<file path="config.mk">
export PLATFORM = sky130hd
export DESIGN_NAME = seg7_scan
export DESIGN_NICKNAME = d
export VERILOG_FILES = /design/src/rtl/seg7_pkg.sv /design/src/rtl/seg7_decode.sv /design/src/rtl/seg7_scan.sv
export SDC_FILE = /design/constraint.sdc
export NUM_CORES = 1
export LEC_CHECK = 0
export CAP_MARGIN = 30
export CORE_UTILIZATION = 55
export DETAILED_ROUTE_END_ITERATION = 12
export GPL_TIMING_DRIVEN = 1
export HOLD_SLACK_MARGIN = 0.1
export PLACE_DENSITY = 0.75
export SETUP_SLACK_MARGIN = 0.15
export SLEW_MARGIN = 20
export SYNTH_ARGS = -nofsm -noshare
export SYNTH_HDL_FRONTEND = slang
export SYNTH_SLANG_ARGS = --single-unit
export TNS_END_PERCENT = 1
</file>
<file path="constraint.sdc">
create_clock -name clk -period 3 [get_ports clk]
set_clock_uncertainty 0.1 [all_clocks]
set_input_delay 0.6 -clock clk [delete_from_list [all_inputs] [get_ports clk]]
set_output_delay 0.6 -clock clk [all_outputs]
set_load 0.01 [all_outputs]
</file>
<file path="src/rtl/seg7_pkg.sv">
// Shared constants for the four-digit seven-segment scanner.
// Glyphs are active-low with bit 0 = segment a through bit 6 = segment g.
package seg7_pkg;

  localparam int NDIG = 4;

  localparam logic [6:0] SEG_0    = 7'h40;
  localparam logic [6:0] SEG_1    = 7'h79;
  localparam logic [6:0] SEG_2    = 7'h24;
  localparam logic [6:0] SEG_3    = 7'h30;
  localparam logic [6:0] SEG_4    = 7'h19;
  localparam logic [6:0] SEG_5    = 7'h12;
  localparam logic [6:0] SEG_6    = 7'h02;
  localparam logic [6:0] SEG_7    = 7'h78;
  localparam logic [6:0] SEG_8    = 7'h00;
  localparam logic [6:0] SEG_9    = 7'h10;
  localparam logic [6:0] SEG_DASH = 7'h3F;
  localparam logic [6:0] SEG_OFF  = 7'h7F;

  // One complete set of display contents, used for both staging and committed data.
  typedef struct packed {
    logic [NDIG*4-1:0] digits;
    logic [NDIG-1:0]   dp;
    logic [NDIG-1:0]   blink;
  } disp_t;

endpackage

</file>
<file path="src/rtl/seg7_decode.sv">
// BCD nibble to active-low segment pattern; non-decimal values show a dash.
module seg7_decode
  import seg7_pkg::*;
(
  input  logic [3:0] i_nibble,
  input  logic       i_blank,
  output logic [6:0] o_seg
);

  always_comb begin
    o_seg = SEG_DASH;
    if (i_blank) begin
      o_seg = SEG_OFF;
    end else begin
      case (i_nibble)
        4'd0:    o_seg = SEG_0;
        4'd1:    o_seg = SEG_1;
        4'd2:    o_seg = SEG_2;
        4'd3:    o_seg = SEG_3;
        4'd4:    o_seg = SEG_4;
        4'd5:    o_seg = SEG_5;
        4'd6:    o_seg = SEG_6;
        4'd7:    o_seg = SEG_7;
        4'd8:    o_seg = SEG_8;
        4'd9:    o_seg = SEG_9;
        default: o_seg = SEG_DASH;
      endcase
    end
  end

endmodule

</file>
<file path="src/rtl/seg7_scan.sv">
// Time-multiplexed four-digit seven-segment driver with frame-aligned commit,
// leading-zero blanking, per-digit blink and an anode-off guard at each slot start.
module seg7_scan
  import seg7_pkg::*;
#(
  parameter int SCAN_DIV     = 50000,
  parameter int GUARD_CYC    = 2,
  parameter int BLINK_FRAMES = 125,
  parameter bit LZB_EN       = 1'b1
) (
  input  logic                clk,
  input  logic                rst_n,
  input  logic [NDIG*4-1:0]   digits_in,
  input  logic [NDIG-1:0]     dp_in,
  input  logic [NDIG-1:0]     blink_in,
  input  logic                load,
  output logic                pending,
  output logic [NDIG-1:0]     an,
  output logic [6:0]          seg,
  output logic                dp,
  output logic                frame_tick
);

  localparam int CNT_W = (SCAN_DIV > 1) ? $clog2(SCAN_DIV) : 1;
  localparam int FR_W  = (BLINK_FRAMES > 1) ? $clog2(BLINK_FRAMES) : 1;
  localparam logic [CNT_W-1:0] CNT_MAX   = CNT_W'(SCAN_DIV - 1);
  localparam logic [CNT_W-1:0] GUARD_END = CNT_W'(GUARD_CYC);
  localparam logic [FR_W-1:0]  FR_MAX    = FR_W'(BLINK_FRAMES - 1);

  logic [CNT_W-1:0] r_cnt;
  logic [1:0]       r_idx;
  logic [FR_W-1:0]  r_frameCnt;
  logic             r_phase;
  disp_t            r_stage;
  disp_t            r_disp;
  logic             r_pending;
  logic [NDIG-1:0]  r_an;
  logic [6:0]       r_seg;
  logic             r_dp;
  logic             r_frameTick;

  logic             w_slotTick;
  logic             w_frameBoundary;
  disp_t            w_incoming;
  logic [3:0]       w_nibble;
  logic             w_dpReq;
  logic             w_dark;
  logic             w_lzBlank;
  logic [6:0]       w_seg;

  assign w_slotTick      = (r_cnt == CNT_MAX);
  assign w_frameBoundary = w_slotTick && (r_idx == 2'd3);
  assign w_incoming      = {digits_in, dp_in, blink_in};

  always_ff @(posedge clk or negedge rst_n) begin
    if (!rst_n) begin
      r_cnt <= '0;
      r_idx <= 2'd0;
    end else if (w_slotTick) begin
      r_cnt <= '0;
      r_idx <= r_idx + 2'd1;
    end else begin
      r_cnt <= r_cnt + 1'b1;
    end
  end

  // A load landing on the boundary itself bypasses staging so it is not held a whole extra frame.
  always_ff @(posedge clk or negedge rst_n) begin
    if (!rst_n) begin
      r_stage   <= '0;
      r_disp    <= '0;
      r_pending <= 1'b0;
    end else begin
      if (load) begin
        r_stage <= w_incoming;
      end
      if (w_frameBoundary) begin
        r_pending <= 1'b0;
        if (load) begin
          r_disp <= w_incoming;
        end else if (r_pending) begin
          r_disp <= r_stage;
        end
      end else if (load) begin
        r_pending <= 1'b1;
      end
    end
  end

  always_ff @(posedge clk or negedge rst_n) begin
    if (!rst_n) begin
      r_frameCnt <= '0;
      r_phase    <= 1'b0;
    end else if (w_frameBoundary) begin
      if (r_frameCnt == FR_MAX) begin
        r_frameCnt <= '0;
        r_phase    <= ~r_phase;
      end else begin
        r_frameCnt <= r_frameCnt + 1'b1;
      end
    end
  end

  assign w_nibble = r_disp.digits[{r_idx, 2'b00} +: 4];
  assign w_dpReq  = r_disp.dp[r_idx];
  assign w_dark   = r_phase && r_disp.blink[r_idx];

  always_comb begin
    w_lzBlank = 1'b0;
    if (LZB_EN) begin
      case (r_idx)
        2'd3:    w_lzBlank = (r_disp.digits[15:12] == 4'd0);
        2'd2:    w_lzBlank = (r_disp.digits[15:8] == 8'd0);
        2'd1:    w_lzBlank = (r_disp.digits[15:4] == 12'd0);
        default: w_lzBlank = 1'b0;
      endcase
    end
  end

  seg7_decode u_decode (
    .i_nibble (w_nibble),
    .i_blank  (w_lzBlank | w_dark),
    .o_seg    (w_seg)
  );

  // Blanked digits keep their decimal point; blink-dark digits lose it too.
  always_ff @(posedge clk or negedge rst_n) begin
    if (!rst_n) begin
      r_an        <= 4'hF;
      r_seg       <= SEG_OFF;
      r_dp        <= 1'b1;
      r_frameTick <= 1'b0;
    end else begin
      r_an        <= (r_cnt < GUARD_END) ? 4'hF : ~(4'b0001 << r_idx);
      r_seg       <= w_seg;
      r_dp        <= ~(w_dpReq && !w_dark);
      r_frameTick <= w_frameBoundary;
    end
  end

  assign pending    = r_pending;
  assign an         = r_an;
  assign seg        = r_seg;
  assign dp         = r_dp;
  assign frame_tick = r_frameTick;

endmodule
</file>
# After elaboration in Yosys (flattened, before gate mapping)
# Memories as Yosys holds them, arrays and structs flattened.
# Index checks and enable logic that the tools add are counted.
op_classes:
  magnitude_cmp: 2
  n_eq_ne: 5
  mux: 13
  shift: 2
  n_bitwise: 4
  n_reduce_logical: 11
  addsub: 3
ops:
  columns: ["operator", "n"]
  rows:
  - ["2-to-1 mux 24 bit", 2]
  - ["adder 16 x 1 -> 16 bit, second input constant", 1]
  - ["== test 16 bit, second input constant", 1]
  - ["< comparator 16 x 2 -> 1 bit, second input constant", 1]
  - ["2-to-1 mux 16 bit", 1]
  - ["variable part select 16 x 5 -> 4 bit", 1]
  - ["2-to-1 mux 7 bit", 2]
  - ["zero test 12 bit", 1]
  - ["zero test 8 bit", 1]
  - ["adder 7 x 1 -> 7 bit, second input constant", 1]
  - ["== test 7 bit, second input constant", 1]
  - ["binary-select mux 1 bit (select 2 bit)", 2]
  - ["== test 2 bit, second input constant", 2]
  - ["zero test 4 bit", 1]
  - ["2-to-1 mux 1 bit", 4]
  - ["2-to-1 mux 4 bit", 1]
  - ["NOT 4 bit", 1]
  - ["AND reduction 2 bit", 2]
  - ["nonzero test 2 bit", 2]
  - ["<< shifter 1 x 2 -> 4 bit, first input constant", 1]
  - ["logical AND 1 bit", 3]
  - ["< comparator 2 x 3 -> 1 bit, second input constant", 1]
  - ["one-hot mux 1 bit (3 select lines)", 1]
  - ["adder 2 x 1 -> 2 bit, second input constant", 1]
  - ["other kinds (4)", 5]
word_totals:
  inputBits: 27
  regBits: 88
  mem_count: 1
  rom_bits: 112
mem_list:
  columns: ["memory", "words", "width", "rd", "rd_clocked_by_memory_dff", "write_ports", "line", "source"]
  rows:
  - ["(name not given)", 16, 7, 1, 0, 0, "seg7_decode.sv:15", "case (i_nibble)"]

# Depth between registers and ports, before layout
# Gate-level depths: netlist of the first run.
depth:
  ltp_word: 6
  ltp_mapped: 8
  depth_no_buf: 7

# Hierarchy
# From an unflattened synthesis of the first run, not the netlist that was laid out.
hier_totals:
  cells_unflattened: 317
  hier_area_um2: 4113.9
by_module_without_submodules:
  columns: ["module", "cells_each", "instances", "area_each_um2", "seq_area_each_um2"]
  rows:
  - ["seg7_scan", 282, 1, 3878.7, 2217.1]
  - ["seg7_decode", 35, 1, 235.2, 0.0]

# Least setup slack after synthesis of the first run
# No wires, ideal clock.
synth_timing:
  path_type: "reg2reg"
  startpoint: "reg r_cnt[0]"
  endpoint: "reg r_disp[10] (netlist bit)"
  setup_slack_ns: 0.691
  stages_incl_launch_ff: 8
  arrival_time_ns: 2.084
  n_path_buf: 2
  path_cell_list: "dfrtp_1 > ha_1 > nand3_2 > or3_1 > buf_6 > nor4b_4 > buf_6 > mux2_2"
synth_via:
  elab_chain_len: 3
synth_rtl:
  columns: ["item", "line", "source"]
  rows:
  - ["from (decl)", "seg7_scan.sv:30", "logic [CNT_W-1:0] r_cnt;"]
  - ["from (signal assigned)", "seg7_scan.sv:63", "r_cnt <= r_cnt + 1'b1;"]
  - ["== test 16 bit", "seg7_scan.sv:51", "assign w_slotTick = (r_cnt == CNT_MAX);"]
  - ["logical AND 1 bit", "seg7_scan.sv:52", "assign w_frameBoundary = w_slotTick && (r_idx == 2'd3);"]
  - ["AND reduction 2 bit (no line)", null, null]
  - ["to (signal assigned)", "seg7_scan.sv:80", "r_disp <= w_incoming;"]
  - ["to (signal assigned)", "seg7_scan.sv:82", "r_disp <= r_stage;"]
  - ["to (decl)", "seg7_scan.sv:35", "disp_t r_disp;"]
# No other way between the ends.
# A chain may end at the register's enable or synchronous reset.

# Final worst setup path of the first run
layout_timing:
  startpoint: "reg r_cnt[0]"
  endpoint: "reg r_disp[23] (netlist bit)"
# Same word-level chain as after synthesis.

==> run summary, run 1 <==
STA
---------------------------------------------------------------------------------
Setup TNS                                                                    0 ns
Maximum frequency from static timing analysis                           0.404 GHz
Worst slew margin relative to its limit                                     56.3%
RSZ-0062 raised after global routing                                           no
Final hold violation count                                                      0
Setup-violating endpoint count in the final report                              0
Max-slew violation total from the final report                                  0
Post-layout min period                                                    2.47 ns
Final critical-path share of the clock period                               82.4%
Pin slew with the least headroom to its limit                            0.651 ns

CLOCKING
---------------------------------------------------------------------------------
Number of buffers inserted during clock tree synthesis                          9
Post-CTS Hold Fix Bufs                                                          0
Insertion delay of the later-clocked pin in the worst-skew pair           0.36 ns
Clock Pin Slew Worst Setup and Hold Paths                                 0.08 ns
Buffer depth of the longest clock path                                          2
Library cell used as clock root buffer                                   clkbuf_8
Number of H-tree branching levels                                               3
Count of clock tree sinks                                                      88
PostCTS Resize Cnt                                                              0
Number of setup buffers added after CTS                                         0
CTS tree                                                                      yes

SYNTH
---------------------------------------------------------------------------------
Post-synthesis cell type with the largest combined area                   dfrtp_1
Top cells by instance count after synthesis                          76 x dfrtp_1, 49 x mux2_2, 19 x nor2_1
Count of distinct cell types in the synthesized netlist                        41
Top cells by area, synth                                             dfrtp_1 48%, mux2_2 14%, dfstp_2 8.0%
Warnings, synthesis                                                             0
Seq/Total Area, Yosys                                                       56.1%
Cell Area, Synth                                                     0.00395 sq mm
Synthesized area per cell                                              13.0 sq um
Net Count, Synth                                                              345
Synth top area share                                                        48.1%
Number of synthesized flops with an enable pin                                  0
Post-synth top flop                                                       dfrtp_1
Number of register bits inferred by synthesis                                  88
Fraction of synthesis flops using an asynchronous set or reset pin           100%
Most frequent cell after synthesis                                        dfrtp_1
Synthesized instance count                                                    305

WORST SETUP PATH
---------------------------------------------------------------------------------
Critical path start-end classification                               flip-flop to flip-flop
Type of element capturing the critical path                             flip-flop
Arrival time worst endpoint                                               2.62 ns
CP cell instances                                                    ha_1 -> nand3_2 -> or3_1 -> nor4b_4 -> buf_4 -> mux2_2
Highest fanout seen on the critical path                                       24
Critical-path top delay cell                                                or3_1
Maximum single-stage delay on the critical path                           0.55 ns
Crit path launch type                                                   flip-flop
Data required time of the critical path                                   3.15 ns

GLOBAL ROUTE
---------------------------------------------------------------------------------
Total grt overflow                                                              0
Vias in the first global route                                               2565
Total routing usage reported by global routing                              20.8%
Pin count of the biggest net entering global routing                           51
Number of antenna violations at the first check in global routing               0
Global-route wire length before repair                                   11700 um

PWR
---------------------------------------------------------------------------------
Part of the total power dissipated in combinational logic                    5.4%
Worst supply voltage drop on vdd                                         0.283 mV
Switching power                                                          0.451 mW
Switching portion of total power                                            22.0%
Cell-internal power                                                       1.60 mW
Fraction of power consumed by the clock network                             34.9%
Leakage power summed over all cells                                       2.02 nW
Reg power frac                                                              59.7%
Total power per unit cell area                                        445 mW/mm^2

DETAILED ROUTING
---------------------------------------------------------------------------------
Average vias per placed instance                                             5.43
Wirelength, routed                                                        6780 um
Drt pass-1 iters                                                                4
Routed length per placed instance                                         15.1 um
Iter 0 DRT Violations                                                          76
Residual DRC                                                                    0
Remaining antenna violation count                                               0
Total vias in the final route                                                2437

PLACED DESIGN
---------------------------------------------------------------------------------
Global placement routability congestion                                     0.894
Hpwl dp                                                                   4880 um
Placed insts                                                                  433
# port buffers                                                                 40

FINISH
---------------------------------------------------------------------------------
Fraction of layout cells with a size suffix above 1                         24.6%
Non-filler cells, final                                                       449
Area growth from synthesis to final layout                                  16.7%
Number of filler cells placed in the layout                                   527
Final-stage net count                                                         388
Final antenna diode count                                                       0

JOB
---------------------------------------------------------------------------------
Total of max-cap violations                                                     0

FLOORPLAN
---------------------------------------------------------------------------------
Core area                                                            0.00687 sq mm
Die Y                                                                     86.8 um
Total die area                                                       0.00753 sq mm
Die width                                                                 86.8 um
Placement row count                                                            30
Ports placed on the boundary                                                   41
Initial standard-cell utilization of the core                               57.5%

RUN STATUS
---------------------------------------------------------------------------------
Run status                                                           finished clean

HOLD PATH
---------------------------------------------------------------------------------
Hold WC Path Type                                                    input pin to async pin

[sequential cells by signal, summed over array words and instances (netlist names)]
signal / cells
an: 4
dp: 1
frame_tick: 1
pending: 1
r_cnt: 16
r_disp: 24
r_frameCnt: 7
r_idx: 2
r_phase: 1
r_stage: 24
seg: 7
[kinds of logic (layout without fill, tap and decap cells)]
family	after synthesis	after routing	synth area share, %
simple gates	80	80	11.0
flops	88	88	56.1
buf+inv	25	73	3.01
mux	57	57	18.0
xor+xnor	15	15	3.32
compound gates	27	27	4.53
fa+ha+maj	13	13	4.12
[area by class of cell]
type                       instances  area (sq um)  area share, %
clock buffer                      13           149           3.23
clock inverter                     3          20.0          0.434
inverter                          13          48.8           1.06
multi-input combinational        192          1620           35.0
sequential                        88          2220           48.1
tap                               96           120           2.61
timing repair buffer              44           440           9.55
[worst max-delay path: cells and delay by family (launching register included)]
family	cells	cell delay, ns
mux	1	0.38
simple gates	3	0.90
flops	1	0.40
buf+inv	1	0.34
fa+ha+maj	1	0.23
[per-stage QoR]
| step | instance area [sq um] | total power [mW] | util (%) | hold slack, ns | setup WS (ns) |
|---|---|---|---|---|---|
| 6_report | 4610 | 2.05 | 67.1 | 0.157 | 0.527 |
| 3_3_place_gp | 4440 | 1.36 | 64.7 | 0.355 | 0.564 |
| 2_1_floorplan | 3950 | 1.29 | - | 0.204 | 0.691 |
| 3_5_place_dp | 4440 | 1.36 | 64.7 | 0.361 | 0.535 |
| 4_1_cts | 4610 | 2.08 | 67.1 | 0.175 | 0.514 |
| 5_1_grt | 4610 | 2.13 | 67.1 | 0.212 | 0.241 |
[placed cells by master, fill, tap and decap left out, types with 2 or more instances in the layout]
cell / count
clkbuf_8: 10
or4_1: 3
mux2_2: 49
inv_1: 13
nand4_1: 3
a21oi_1: 2
and3_1: 3
o31ai_1: 6
mux2_1: 2
nor2b_1: 3
a211oi_1: 2
ha_1: 13
nor3_1: 7
or3_1: 2
nor2_1: 19
buf_4: 4
nand2_1: 11
nor3b_1: 3
dfrtp_1: 76
and2_1: 2
clkdlybuf4s50_1: 39
nand2b_1: 2
o41ai_1: 2
xnor2_1: 8
a31oi_1: 2
nor4_1: 6
nand3_1: 12
clkinvlp_4: 2
xor2_1: 7
dfstp_2: 12
o21ai_0: 8
mux4_2: 6
clkbuf_1: 3
[metal layers]
layer	share of wire [%]	routed length, um	vias to the layer above	global-route usage [%]
met5	0	0	-	0
met4	1.9	127	0	10.5
met1	46	3110	1209	26.8
met3	3.0	200	10	2.86
met2	49	3340	49	34.6
li1	-	-	1169	-
[final timing paths]
kind                            startpoint          to  slack [ns]  cells past startpoint
worst max-delay path              r_cnt[0]  r_disp[23]        0.53                      6
worst min-delay path                 rst_n  r_stage[8]        0.16                      1
worst min register to register     r_phase     r_phase        0.37                      1
min in group clk                   r_phase     r_phase        0.37                      1
max in group asynchronous            rst_n      seg[3]        1.97                      2
worst max register to register    r_cnt[0]  r_disp[23]        0.53                      6
[power by group through the flow]
| stage | clock [mW] | sequential (mW) | combinational, mW |
|---|---|---|---|
| after global routing | 0.775 | 1.23 | 0.126 |
| after detailed placement | 0 | 1.25 | 0.114 |
| after floorplan | 0 | 1.25 | 0.0444 |
| after global placement | 0 | 1.25 | 0.112 |
| final | 0.717 | 1.22 | 0.111 |
| after CTS | 0.736 | 1.23 | 0.115 |
(Power assumes the default switching activity.)
==> run 2, diff against run 1 <==
- clock period: 3 -> 2.5 ns (I/O delays scaled with it)
==> run 2 against run 1 <==
  * Register-to-register slack worse by 0.27 ns
  * Core utilization increased by 1.6 points
  * Total power grew 25%
  * Non-clock buffer count increased by 8
  * Fmax increased by 10%
  * First-iteration DRC count up 72%
  * Design area is 2.4% higher
  * Sequential share of layout area down 1.1 points
  * Clock power up 34%
  * Clock-buffer cell count shrank 2
  * Combinational power is 23% higher
  * Hold slack improved by 0.23 ns
  * Critical endpoint is now r_disp[10]
==> run summary, run 2 (synthesized netlist as in run 1, its figures left out) <==
CLOCKING
--------------------------------------------------------------------------------
Clock Pin Slew Worst Setup and Hold Paths                                0.08 ns   about the same
Library cell used as clock root buffer                                  clkbuf_8
Buffer depth of the longest clock path                                         2   unchanged
Number of buffers inserted during clock tree synthesis                         9   unchanged
Number of setup buffers added after CTS                                        0   unchanged
CTS tree                                                                     yes
Insertion delay of the later-clocked pin in the worst-skew pair          0.34 ns   -0.02 ns
Count of clock tree sinks                                                     88   unchanged
Number of H-tree branching levels                                              3   unchanged

STA
--------------------------------------------------------------------------------
Pin slew with the least headroom to its limit                           0.502 ns   -0.149 ns
Setup-violating endpoint count in the final report                             0   unchanged
Final critical-path share of the clock period                              89.8%   +7.3 points
Worst slew margin relative to its limit                                    66.5%   +10 points
Final hold violation count                                                     0   unchanged
Setup TNS                                                                   0 ns   unchanged
Post-layout min period                                                   2.24 ns   -0.229 ns
Maximum frequency from static timing analysis                          0.446 GHz   +10%
Max-slew violation total from the final report                                 0   unchanged
RSZ-0062 raised after global routing                                         yes

FINISH
--------------------------------------------------------------------------------
Final design area excluding fillers                                 0.00472 sq mm   +2.4%
Final-stage net count                                                        396   +2.1%
Area growth from synthesis to final layout                                 19.4%
Storage element area                                                0.00222 sq mm   unchanged
Commonest non-fill, non-tap cells in the layout                     76 x dfrtp_1, 49 x mux2_2, 39 x clkdlybuf4s50_1
Commonest non-fill, non-tap cell in the layout                           dfrtp_1
Number of filler cells placed in the layout                                  517   -1.9%
Multi-input logic area                                              0.00162 sq mm   +0.31%
Fraction of layout cells with a size suffix above 1                        26.9%   +2.2 points
Biggest regs                                                        r_disp x24, r_stage x24, r_cnt x16
Final antenna diode count                                                      0   unchanged

WORST SETUP PATH
--------------------------------------------------------------------------------
Maximum single-stage delay on the critical path                          0.43 ns   -0.12 ns
Arrival time worst endpoint                                              2.37 ns   -0.25 ns
Data required time of the critical path                                  2.62 ns   -0.53 ns
Buffers & Inverters on Critical Path                                           1   unchanged
Type of element capturing the critical path                            flip-flop
Highest fanout seen on the critical path                                      24   unchanged
Largest delay contributor family on the critical path               simple AND/OR/NAND/NOR gates
Critical-path top delay cell                                               or3_4
CP cell instances                                                   ha_1 -> nand3_2 -> or3_4 -> nor4b_4 -> buf_12 -> mux2_2
Number of logic stages on the critical path including buffering                6   unchanged
Critical path start-end classification                              flip-flop to flip-flop
Crit path launch type                                                  flip-flop
FF-to-FF path depth                                                            6   unchanged

DETAILED ROUTING
--------------------------------------------------------------------------------
Remaining antenna violation count                                              0   unchanged
Iter 0 DRT Violations                                                        131   +72%
Average vias per placed instance                                            5.47   +0.83%
Residual DRC                                                                   0   unchanged
Drt pass-1 iters                                                               4   unchanged
Routed length per placed instance                                        15.3 um   +1.1%
Wirelength, routed                                                       6980 um   +2.9%
Total vias in the final route                                               2501   +2.6%

GLOBAL ROUTE
--------------------------------------------------------------------------------
Total routing usage reported by global routing                             21.8%   +1.0 points
Total grt overflow                                                             0   unchanged
Pin count of the biggest net entering global routing                          38   -25%
Global-route wire length before repair                                  12400 um   +6.3%
Number of antenna violations at the first check in global routing              0   unchanged
Vias in the first global route                                              2649   +3.3%

PWR
--------------------------------------------------------------------------------
Overall Power                                                            2.57 mW   +25%
Leakage power summed over all cells                                      2.08 nW   +3.1%
Total power per unit cell area                                       545 mW/mm^2   +22%
Worst supply voltage drop on vdd                                        0.307 mV   +8.6%

JOB
--------------------------------------------------------------------------------
Total of max-cap violations                                                    0   unchanged

PLACED DESIGN
--------------------------------------------------------------------------------
Hpwl dp                                                                  5070 um   +3.9%
Global placement routability congestion                                    0.915   +2.3%
# port buffers                                                                40   unchanged
Post-detailed-placement cell area                                   0.00451 sq mm   +1.5%

RUN STATUS
--------------------------------------------------------------------------------
Run status                                                          finished clean

HOLD PATH
--------------------------------------------------------------------------------
Number of instances on the worst hold path                                     1
Hold WC Path Type                                                   flip-flop to flip-flop

FLOORPLAN
--------------------------------------------------------------------------------
Ports placed on the boundary                                                  41   unchanged
Core area                                                           0.00687 sq mm   unchanged
Initial standard-cell utilization of the core                              57.5%   unchanged
Die width                                                                86.8 um   unchanged
Total die area                                                      0.00753 sq mm   unchanged
Placement row count                                                           30   unchanged
Die Y                                                                    86.8 um   unchanged

==> run 2: stage by stage <==
| stage | cells | hold slack [ns] | setup slack, ns | util [%] |
|---|---|---|---|---|
| global placement | 440 | 0.361 | 0.280 | 65.6 |
| detailed placement | 440 | 0.374 | 0.215 | 65.6 |
| finish | 457 | 0.385 | 0.255 | 68.7 |
| floorplan | 305 | 0.104 | 0.191 | - |
| CTS | 457 | 0.385 | 0.202 | 68.6 |
| global route | 457 | 0.389 | 0.143 | 68.7 |
==> run 2: layout make-up <==
| class | count | share of cell area (%) |
|---|---|---|
| clock buffer | 11 | 3.00 |
| clock inverter | 5 | 1.19 |
| inverter | 13 | 1.03 |
| multi-input combinational | 192 | 34.3 |
| sequential | 88 | 47.0 |
| tap | 96 | 2.55 |
| timing repair buffer | 52 | 10.9 |
==> run 2: worst paths after layout <==
path	startpoint	end	slack (ns)
max	r_cnt[1]	r_disp[10]	0.26
min	r_phase	r_phase	0.38
max reg2reg	r_cnt[1]	r_disp[10]	0.26
min reg2reg	r_phase	r_phase	0.38
max in group asynchronous	rst_n	seg[5]	1.13
min in group asynchronous	rst_n	r_stage[7]	0.55
==> run 2: timing repair <==
action | in CTS | in global routing
hold buffers | 1 | 0
resized for setup | 0 | 1
endpoints found under the setup margin | 0 | 26
endpoints found under the hold margin | 32 | 0
==> run 2: per-layer routing <==
metal | share of wire (%) | wire length [um] | global-route usage [%]
met2 | 51 | 3540 | 36.6
met4 | 1.5 | 108 | 8.33
met5 | 0 | 0 | 0
met1 | 44 | 3090 | 29.0
met3 | 3.4 | 235 | 3.14
==> run 2: where the power goes <==
part / internal (mW) / leakage (nW) / switching [mW]
combinational: 0.0764 / 0.869 / 0.0604
sequential: 1.46 / 1.11 / 0.00889
clock: 0.488 / 0.0993 / 0.475
==> run 3, diff against run 2 <==
- ABC_CLOCK_PERIOD_IN_PS: default -> 2500
==> results of run 3 <==
Same layout as run 2: the final DEF is identical, and so are final timing and power.
